==> src/rtl/m_watch_gen.sv <==
// m_watch_gen: BCD real-time clock (24 h or 12 h) with a seconds view and digit-wise time setting.
// Build macro WATCH_BLINK_EN blinks the digit under edit while in SET.
module m_watch_gen #(
  parameter int unsigned CLK_HZ  = 50_000_000,
  parameter int unsigned TICK_HZ = 100,
  parameter int unsigned HOUR_24 = 1
) (
  input  logic       clk,
  input  logic       rst_n,
  input  logic       key_first_1,
  input  logic       key_first_2,
  input  logic       key_long_1,
  input  logic       key_long_2,
  output logic       next_mod,
  output logic [3:0] Hex_0,
  output logic [3:0] Hex_1,
  output logic [3:0] Hex_2,
  output logic [3:0] Hex_3,
  output logic       pm,
  output logic       setting,
  output logic [1:0] digit_sel
);

  localparam int unsigned   DIV       = CLK_HZ / TICK_HZ;
  localparam int unsigned   PW        = (DIV > 1) ? $clog2(DIV) : 1;
  localparam logic [PW-1:0] PRE_MAX   = PW'(DIV - 1);
  localparam bit            SUB_UNITS = (TICK_HZ != 10);
  localparam bit            H24       = (HOUR_24 != 0);

  typedef enum logic [1:0] {RUN, SEC_VIEW, SET} state_t;
  state_t state, state_nx;

  logic [PW-1:0] presc;
  logic [3:0]    sub_t, sub_u, sec_t, sec_u, min_t, min_u, hr_t, hr_u;
  logic          pm_r;
  logic [1:0]    sel;
  logic          go_next, go_set, commit, inc, adv;
  logic          running, tick, sub_wrap, sec_wrap, min_wrap;
  logic [7:0]    hr12_next, hr_carry;
  logic [15:0]   disp;

  function automatic logic [3:0] bcd_inc(input logic [3:0] d, input logic [3:0] lim);
    return (d == lim) ? 4'd0 : d + 4'd1;
  endfunction

  always_ff @(posedge clk or negedge rst_n) begin
    if (!rst_n) state <= RUN;
    else        state <= state_nx;
  end

  always_comb begin
    state_nx = state;
    go_next  = 1'b0;
    go_set   = 1'b0;
    commit   = 1'b0;
    inc      = 1'b0;
    adv      = 1'b0;
    case (state)
      RUN: begin
        if (key_long_1)       go_next = 1'b1;
        else if (key_first_1) begin
          state_nx = SET;
          go_set   = 1'b1;
        end
        else if (key_long_2)  state_nx = SEC_VIEW;
      end
      SEC_VIEW: if (!key_long_2) state_nx = RUN;
      SET: begin
        if (key_long_1) begin
          commit   = 1'b1;
          state_nx = RUN;
        end else begin
          inc = key_first_2;
          adv = key_first_1;
        end
      end
      default: state_nx = RUN;
    endcase
  end

  assign running  = (state != SET);
  assign tick     = running && (presc == PRE_MAX);
  assign sub_wrap = tick && (sub_t == 4'd9) && (!SUB_UNITS || sub_u == 4'd9);
  assign sec_wrap = sub_wrap && (sec_t == 4'd5) && (sec_u == 4'd9);
  assign min_wrap = sec_wrap && (min_t == 4'd5) && (min_u == 4'd9);

  // 12 h hour sequence 12,01..11 shared by the carry chain and the SET hour key
  always_comb begin
    if ({hr_t, hr_u} == 8'h12)  hr12_next = 8'h01;
    else if (hr_u == 4'd9)      hr12_next = {hr_t + 4'd1, 4'd0};
    else                        hr12_next = {hr_t, hr_u + 4'd1};
    if (!H24)                   hr_carry  = hr12_next;
    else if ({hr_t, hr_u} == 8'h23) hr_carry = 8'h00;
    else if (hr_u == 4'd9)      hr_carry  = {hr_t + 4'd1, 4'd0};
    else                        hr_carry  = {hr_t, hr_u + 4'd1};
  end

  always_ff @(posedge clk or negedge rst_n) begin
    if (!rst_n) begin
      presc    <= '0;
      sub_t    <= '0;
      sub_u    <= '0;
      sec_t    <= '0;
      sec_u    <= '0;
      min_t    <= '0;
      min_u    <= '0;
      hr_t     <= H24 ? 4'd0 : 4'd1;
      hr_u     <= H24 ? 4'd0 : 4'd2;
      pm_r     <= 1'b0;
      sel      <= '0;
      next_mod <= 1'b0;
    end else begin
      next_mod <= go_next;
      presc    <= (tick || !running) ? '0 : presc + 1'b1;
      if (go_set)   sel <= '0;
      else if (adv) sel <= sel + 2'd1;
      if (commit) begin
        sub_t <= '0;
        sub_u <= '0;
        sec_t <= '0;
        sec_u <= '0;
      end else if (tick) begin
        if (SUB_UNITS) begin
          sub_u <= bcd_inc(sub_u, 4'd9);
          if (sub_u == 4'd9) sub_t <= bcd_inc(sub_t, 4'd9);
        end else begin
          sub_t <= bcd_inc(sub_t, 4'd9);
        end
        if (sub_wrap) begin
          sec_u <= bcd_inc(sec_u, 4'd9);
          if (sec_u == 4'd9) sec_t <= bcd_inc(sec_t, 4'd5);
        end
        if (sec_wrap) begin
          min_u <= bcd_inc(min_u, 4'd9);
          if (min_u == 4'd9) min_t <= bcd_inc(min_t, 4'd5);
        end
        if (min_wrap) begin
          {hr_t, hr_u} <= hr_carry;
          if (!H24 && {hr_t, hr_u} == 8'h11) pm_r <= ~pm_r;
        end
      end else if (inc) begin
        case (sel)
          2'd0: min_u <= bcd_inc(min_u, 4'd9);
          2'd1: min_t <= bcd_inc(min_t, 4'd5);
          2'd2: begin
            if (H24) hr_u <= bcd_inc(hr_u, (hr_t == 4'd2) ? 4'd3 : 4'd9);
            else     {hr_t, hr_u} <= hr12_next;
          end
          default: begin
            // Moving hour tens to 2 clamps an out-of-range units digit in the same edge
            if (H24) begin
              hr_t <= bcd_inc(hr_t, 4'd2);
              if (hr_t == 4'd1 && hr_u > 4'd3) hr_u <= '0;
            end else begin
              pm_r <= ~pm_r;
            end
          end
        endcase
      end
    end
  end

`ifdef WATCH_BLINK_EN
  logic [PW-1:0] ph_pre;
  logic [3:0]    ph_t, ph_u;
  logic          ph_tick, blank;

  assign ph_tick = (ph_pre == PRE_MAX);
  assign blank   = (ph_t >= 4'd5);

  always_ff @(posedge clk or negedge rst_n) begin
    if (!rst_n) begin
      ph_pre <= '0;
      ph_t   <= '0;
      ph_u   <= '0;
    end else if (inc) begin
      ph_pre <= '0;
      ph_t   <= '0;
      ph_u   <= '0;
    end else begin
      ph_pre <= ph_tick ? '0 : ph_pre + 1'b1;
      if (ph_tick) begin
        if (SUB_UNITS) begin
          ph_u <= bcd_inc(ph_u, 4'd9);
          if (ph_u == 4'd9) ph_t <= bcd_inc(ph_t, 4'd9);
        end else begin
          ph_t <= bcd_inc(ph_t, 4'd9);
        end
      end
    end
  end
`endif

  always_comb begin
    disp = (state == SEC_VIEW) ? {sec_t, sec_u, sub_t, sub_u} : {hr_t, hr_u, min_t, min_u};
`ifdef WATCH_BLINK_EN
    if (state == SET && blank) disp[{sel, 2'b00} +: 4] = 4'hF;
`endif
  end

  always_ff @(posedge clk or negedge rst_n) begin
    if (!rst_n) {Hex_3, Hex_2, Hex_1, Hex_0} <= '0;
    else        {Hex_3, Hex_2, Hex_1, Hex_0} <= disp;
  end

  assign pm        = H24 ? 1'b0 : pm_r;
  assign setting   = (state == SET);
  assign digit_sel = sel;

endmodule

==> config.mk <==
export PLATFORM = sky130hd
export DESIGN_NAME = m_watch_gen
export DESIGN_NICKNAME = d
export VERILOG_FILES = /design/src/rtl/m_watch_gen.sv
export SDC_FILE = /design/constraint.sdc
export NUM_CORES = 1
export LEC_CHECK = 0
export BUFFER_PORTS_ARGS = -buffer_cell sky130_fd_sc_hd__buf_4
export CAP_MARGIN = 15
export CORE_ASPECT_RATIO = 0.7
export CORE_UTILIZATION = 28
export DETAILED_ROUTE_END_ITERATION = 10
export GPL_TIMING_DRIVEN = 0
export PLACE_DENSITY = 0.46
export SLEW_MARGIN = 20
export SYNTH_ARGS = -nofsm -noshare
export SYNTH_HDL_FRONTEND = slang
export SYNTH_SLANG_ARGS = --single-unit
==> constraint.sdc <==
create_clock -name clk -period 4.7 [get_ports clk]
set_input_delay 0.235 -clock clk [delete_from_list [all_inputs] [get_ports clk]]
set_output_delay 0.235 -clock clk [all_outputs]
set_load 0.01 [all_outputs]
* Word-level counts from Yosys, hierarchy flattened
Cells that the tools add are included.
** Cells by class
- Add/subtract/negate cells :: 10
- Magnitude comparators :: 1
- Equality and inequality tests :: 27
- Mux-type cells :: 61
- Bitwise logic cells :: 1
- Reduce and logical (&&, ||, !) cells :: 31
** Operator list (number)
- $mux W4 :: 38
- $add A4 B1 Y4 const B :: 8
- $eq A4 B4 Y1 const B :: 5
- $add A19 B1 Y19 const B :: 1
- $eq A19 B19 Y1 const B :: 1
- $mux W19 :: 1
- $mux W16 :: 1
- $mux W8 :: 2
- $reduce_bool A2 Y1 :: 8
- $reduce_and A5 Y1 :: 3
- $mux W2 :: 7
- $mux W1 :: 10
- $ne A2 B1 Y1 const B :: 5
- $eq A4 B3 Y1 const B :: 2
- $eq A8 B6 Y1 const B :: 1
- $logic_and A1 B1 Y1 :: 8
- $ne A2 B2 Y1 const B :: 4
- $pmux W4 S2 :: 1
- $reduce_and A4 Y1 :: 2
- $pmux W2 S3 :: 1
- $eq A2 B1 Y1 const B :: 2
- $eq A2 B2 Y1 const B :: 2
- $eq A4 B1 Y1 const B :: 1
- $eq A4 B2 Y1 const B :: 1
- 14 further kinds :: 16
** Storage, ports and cells
- Register bits after elaboration :: 72
- Input bits :: 6
- Logic and storage cells :: 147

* Depth between registers and ports, before layout
- Depth after elaboration :: 10
- Depth in mapped cells :: 9

* Worst setup path before layout
Ideal clock, no wire load.
- Kind :: register to register
- Start :: register presc[0]
- End :: register hr_u[2]
- Library setup time :: 0.124 ns
- Data arrival time :: 1.993 ns
- Required time :: 4.576 ns
- Path slack :: 2.583 ns
- Stages on the path, launching flop included :: 9
- Path buffers :: 1
- Clock period less this slack :: 2.117 ns
- Path through :: dfrtp_1 ha_1 and3_1 buf_4 nand3_4 nor3_4 mux2i_1 nor3b_1 a211o_1
** Between the ends
- Word-level cells in the longest chain between the ends :: 10
** Ends and longest elaborated chain
- start, declared :: line 33 : logic [PW-1:0] presc;
- start signal, assigned :: line 114 : presc <= (tick || !running) ? '0 : presc + 1'b1;
- $eq A19 B19 Y1 * :: line 82 : assign tick = running && (presc == PRE_MAX);
- $logic_and A1 B1 Y1 * :: line 82
- $logic_and A1 B1 Y1 (2 in series) :: line 83 : assign sub_wrap = tick && (sub_t == 4'd9) && (!SUB_UNITS || sub_u == 4'd9);
- $logic_and A1 B1 Y1 (2 in series) :: line 84 : assign sec_wrap = sub_wrap && (sec_t == 4'd5) && (sec_u == 4'd9);
- $logic_and A1 B1 Y1 (2 in series) :: line 85 : assign min_wrap = sec_wrap && (min_t == 4'd5) && (min_u == 4'd9);
- $ne A2 B1 Y1 (no line)
- $reduce_and A5 Y1 (no line)
- end signal, assigned :: line 108 : hr_u <= H24 ? 4'd0 : 4'd2;
- end signal, assigned :: line 138 : {hr_t, hr_u} <= hr_carry;
- end signal, assigned :: line 146 : if (H24) hr_u <= bcd_inc(hr_u, (hr_t == 4'd2) ? 4'd3 : 4'd9);
- end, declared :: line 34 : logic [3:0] sub_t, sub_u, sec_t, sec_u, min_t, min_u, hr_t, hr_u;
Every way passes the cells marked *; elsewhere a longest branch is shown, timed or not.
A chain may end at the register's enable or synchronous reset.

* Worst setup path after layout
Ends and elaborated chain as after synthesis.

==> impl_metrics.tcl <==
set metrics [dict create \
    io_pins 27 \
    critical_path_class "flip-flop to flip-flop" \
    drive_above_1_share_pct 18.4 \
    slew-limit-headroom_pct 37.1 \
    reg2reg_from "presc[0]$_DFF_PN0_" \
    ys_async_sr_fraction_pct 100 \
    n_fill_cell 1331 \
    yosys.area_share.simple_pct 22.7 \
    grt_use_total_pct 12.8 \
    syn_inst 367 \
    timing.final.crit_share_pct 52.0 \
    r2r_slack_ns 2.26 \
    r2r_cells 8 \
    synth_area_leader_cell "dfrtp_1" \
    rows 35 \
    yosysWarnings 0 \
    powerDensity_nw_per_um2 375 \
    leakagePower_uw 0.00202 \
    ant_nets 0 \
    power.total_uw 1680 \
    synthTopCellsByCount "dfrtp_1 (72), nor2_1 (43), nand2_1 (32)" \
    rsz0062_at_grt "no" \
    drv_slew 0 \
    synth_xor_area_share_pct 6.46 \
    clockBufferDepth 2 \
    wl_um 8210 \
    fin_skew_ns 0.00880 \
    crit_path_end_kind "flip-flop" \
    cts_tree "yes" \
    wire_per_inst_um 13.9 \
    yosysUniqueCellTypes 53 \
    drcViolationCount 0 \
    cts_root_buffer "clkbuf_16" \
    grt-ovfl-total 0 \
    syn2layout_area_growth_pct 17.8 \
    hold_buffers 0 \
    syn_nets 391 \
    fp.dieH_um 99.4 \
    fin_nets 427 \
    diodes 0 \
    avgSynthCellArea_um2 10.3 \
    yosysSeqAreaShare_pct 47.4 \
    path_clk_slew_ns 0.06 \
    syn_area_um2 3800 \
    post-place-ws_ns 2.24 \
    drtPass1Iterations 4 \
    core_area_um2 13200 \
    dieArea_um2 14000 \
    cp.arrival_ns 2.66 \
    timing.rr.end "hr_u[2]$_DFFE_PN0P_" \
    ys.flop_type "dfrtp_1" \
    dp_hpwl_um 5860 \
    max_freq_mhz 409 \
    place_congestion 0.753 \
    synth_compound_area_share_pct 9.00 \
    synth-adder-area-share_pct 5.93 \
    clk_latency_ns 0.33 \
    synth_edf_count 0 \
    synth_top_family_by_area "simple AND/OR/NAND/NOR gates" \
    crit_required_ns 4.91 \
    cts_buffers 9 \
    post_cts_buffers 0 \
    synth_top_area_share_pct 47.4 \
    grt_pass1_wl_um 13700 \
    min_period_ns 2.44 \
    via_per_inst 4.48 \
    ys_ff_latch 72 \
    clkSinkCount 72 \
    synth.area.mux_share_pct 4.84 \
    cts_max_level 3 \
    start_util_pct 28.8 \
    setup_slack_ns 2.26 \
    cap_violations 0 \
    hold_path_class "primary input to asynchronous set/reset pin" \
    status "finished, final reports clean" \
    cp_max_fo 5 \
    antenna_found_initial 0 \
    yosysMostFrequentCell "dfrtp_1" \
    ir_drop_mv 0.160 \
    vias 2653 \
    cts_resized 0 \
    start_kind "flip-flop" \
    final.setup.tns_ns 0 \
    grt_max_degree 73 \
    drtIter0Drc 135 \
    dieWidth_um 141 \
    setup_violations 0 \
    grt_pass1_vias 2573 \
    synth.top_cells.by_area "dfrtp_1 (47%), ha_1 (5.9%), nor2_1 (4.3%)" \
    worst_slew_pin_slew_ns 0.944 \
    hold_violations 0 \
    portBuffers 25 \
]
==> power breakdown <==
part           internal (µW)  switching, µW
clock                    351            248
combinational            138            138
sequential               710           89.5
total                   1200            476
==> routing by layer <==
| layer | vias to the layer above | global-route usage (%) | wire length [µm] |
|---|---|---|---|
| met4 | 0 | 4.01 | 99 |
| met5 | - | 0 | 0 |
| li1 | 1329 | - | - |
| met3 | 9 | 3.42 | 327 |
| met2 | 43 | 17.1 | 3170 |
| met1 | 1272 | 19.8 | 4610 |
==> cell usage in the layout, fill, tap and decap left out, drive strengths merged, types with 3 or more instances in the layout <==
cell / count
dfrtp: 72
nor2: 43
buf: 33
nand2: 32
o21ai: 21
ha: 18
nand3: 18
inv: 17
xor2: 17
clkbuf: 15
mux2: 11
xnor2: 11
nor3: 9
a21oi: 7
and3: 6
and2: 6
mux2i: 6
nand2b: 5
a21o: 5
nor3b: 5
nor2b: 4
and3b: 4
o31ai: 4
nand4: 4
nor4: 4
and4: 3
clkinv: 3
==> worst max path at each step <==
stage	endpoint	depth (start not counted)	slack, ns	start
after detailed placement	hr_u[2]$_DFFE_PN0P_	8	2.24	presc[0]$_DFF_PN0_
after global routing	hr_u[2]$_DFFE_PN0P_	8	2.00	presc[0]$_DFF_PN0_
after floorplan	hr_u[2]$_DFFE_PN0P_	8	2.58	presc[0]$_DFF_PN0_
final	hr_u[2]$_DFFE_PN0P_	8	2.26	presc[0]$_DFF_PN0_
after CTS	hr_u[2]$_DFFE_PN0P_	8	2.23	presc[0]$_DFF_PN0_
after global placement	hr_u[2]$_DFFE_PN0P_	8	2.23	presc[0]$_DFF_PN0_
==> registers in the layout (all words and copies together) (netlist names) <==
name / flops
sec_u: 4
next_mod: 1
Hex_2: 4
min_t: 4
min_u: 4
sec_t: 4
Hex_0: 4
hr_u: 4
Hex_1: 4
hr_t: 4
digit_sel: 2
state: 2
presc: 19
sub_t: 4
Hex_3: 4
sub_u: 4
==> stage by stage <==
step	area, µm²	std cells	util [%]	hold WS [ns]
3_5_place_dp	4220	577	32.0	0.454
3_3_place_gp	4220	577	32.0	0.455
6_report	4470	592	33.9	0.0586
2_1_floorplan	3800	367	-	-0.0606
4_1_cts	4470	592	33.9	0.0947
5_1_grt	4470	592	33.9	0.132
==> worst max-delay path, stage by stage, from the launching register on <==
cell	delay, ns
dfrtp_1	0.38
ha_1	0.20
and3_1	0.16
buf_4	0.14
nand3_4	0.12
nor3_4	0.43
mux2i_1	0.51
nor3b_1	0.09
a211o_1	0.28
==> cell type report <==
type	count	area, µm²	area share [%]
Inverter	17	63.8	1.43
Timing Repair Buffer	25	188	4.20
Clock inverter	4	22.5	0.504
Clock buffer	11	233	5.20
Tap cell	185	231	5.18
Buffer	12	68.8	1.54
Multi-Input combinational cell	266	1860	41.7
Sequential cell	72	1800	40.3
==> cells by family after synthesis <==
| kind of cell | Yosys count |
|---|---|
| simple gates | 152 |
| fa+ha+maj | 18 |
| other cells | 1 |
| compound gates | 50 |
| xor+xnor | 28 |
| mux | 17 |
| buf+inv | 29 |
| flops | 72 |
Power figures use the tool's default switching activity.
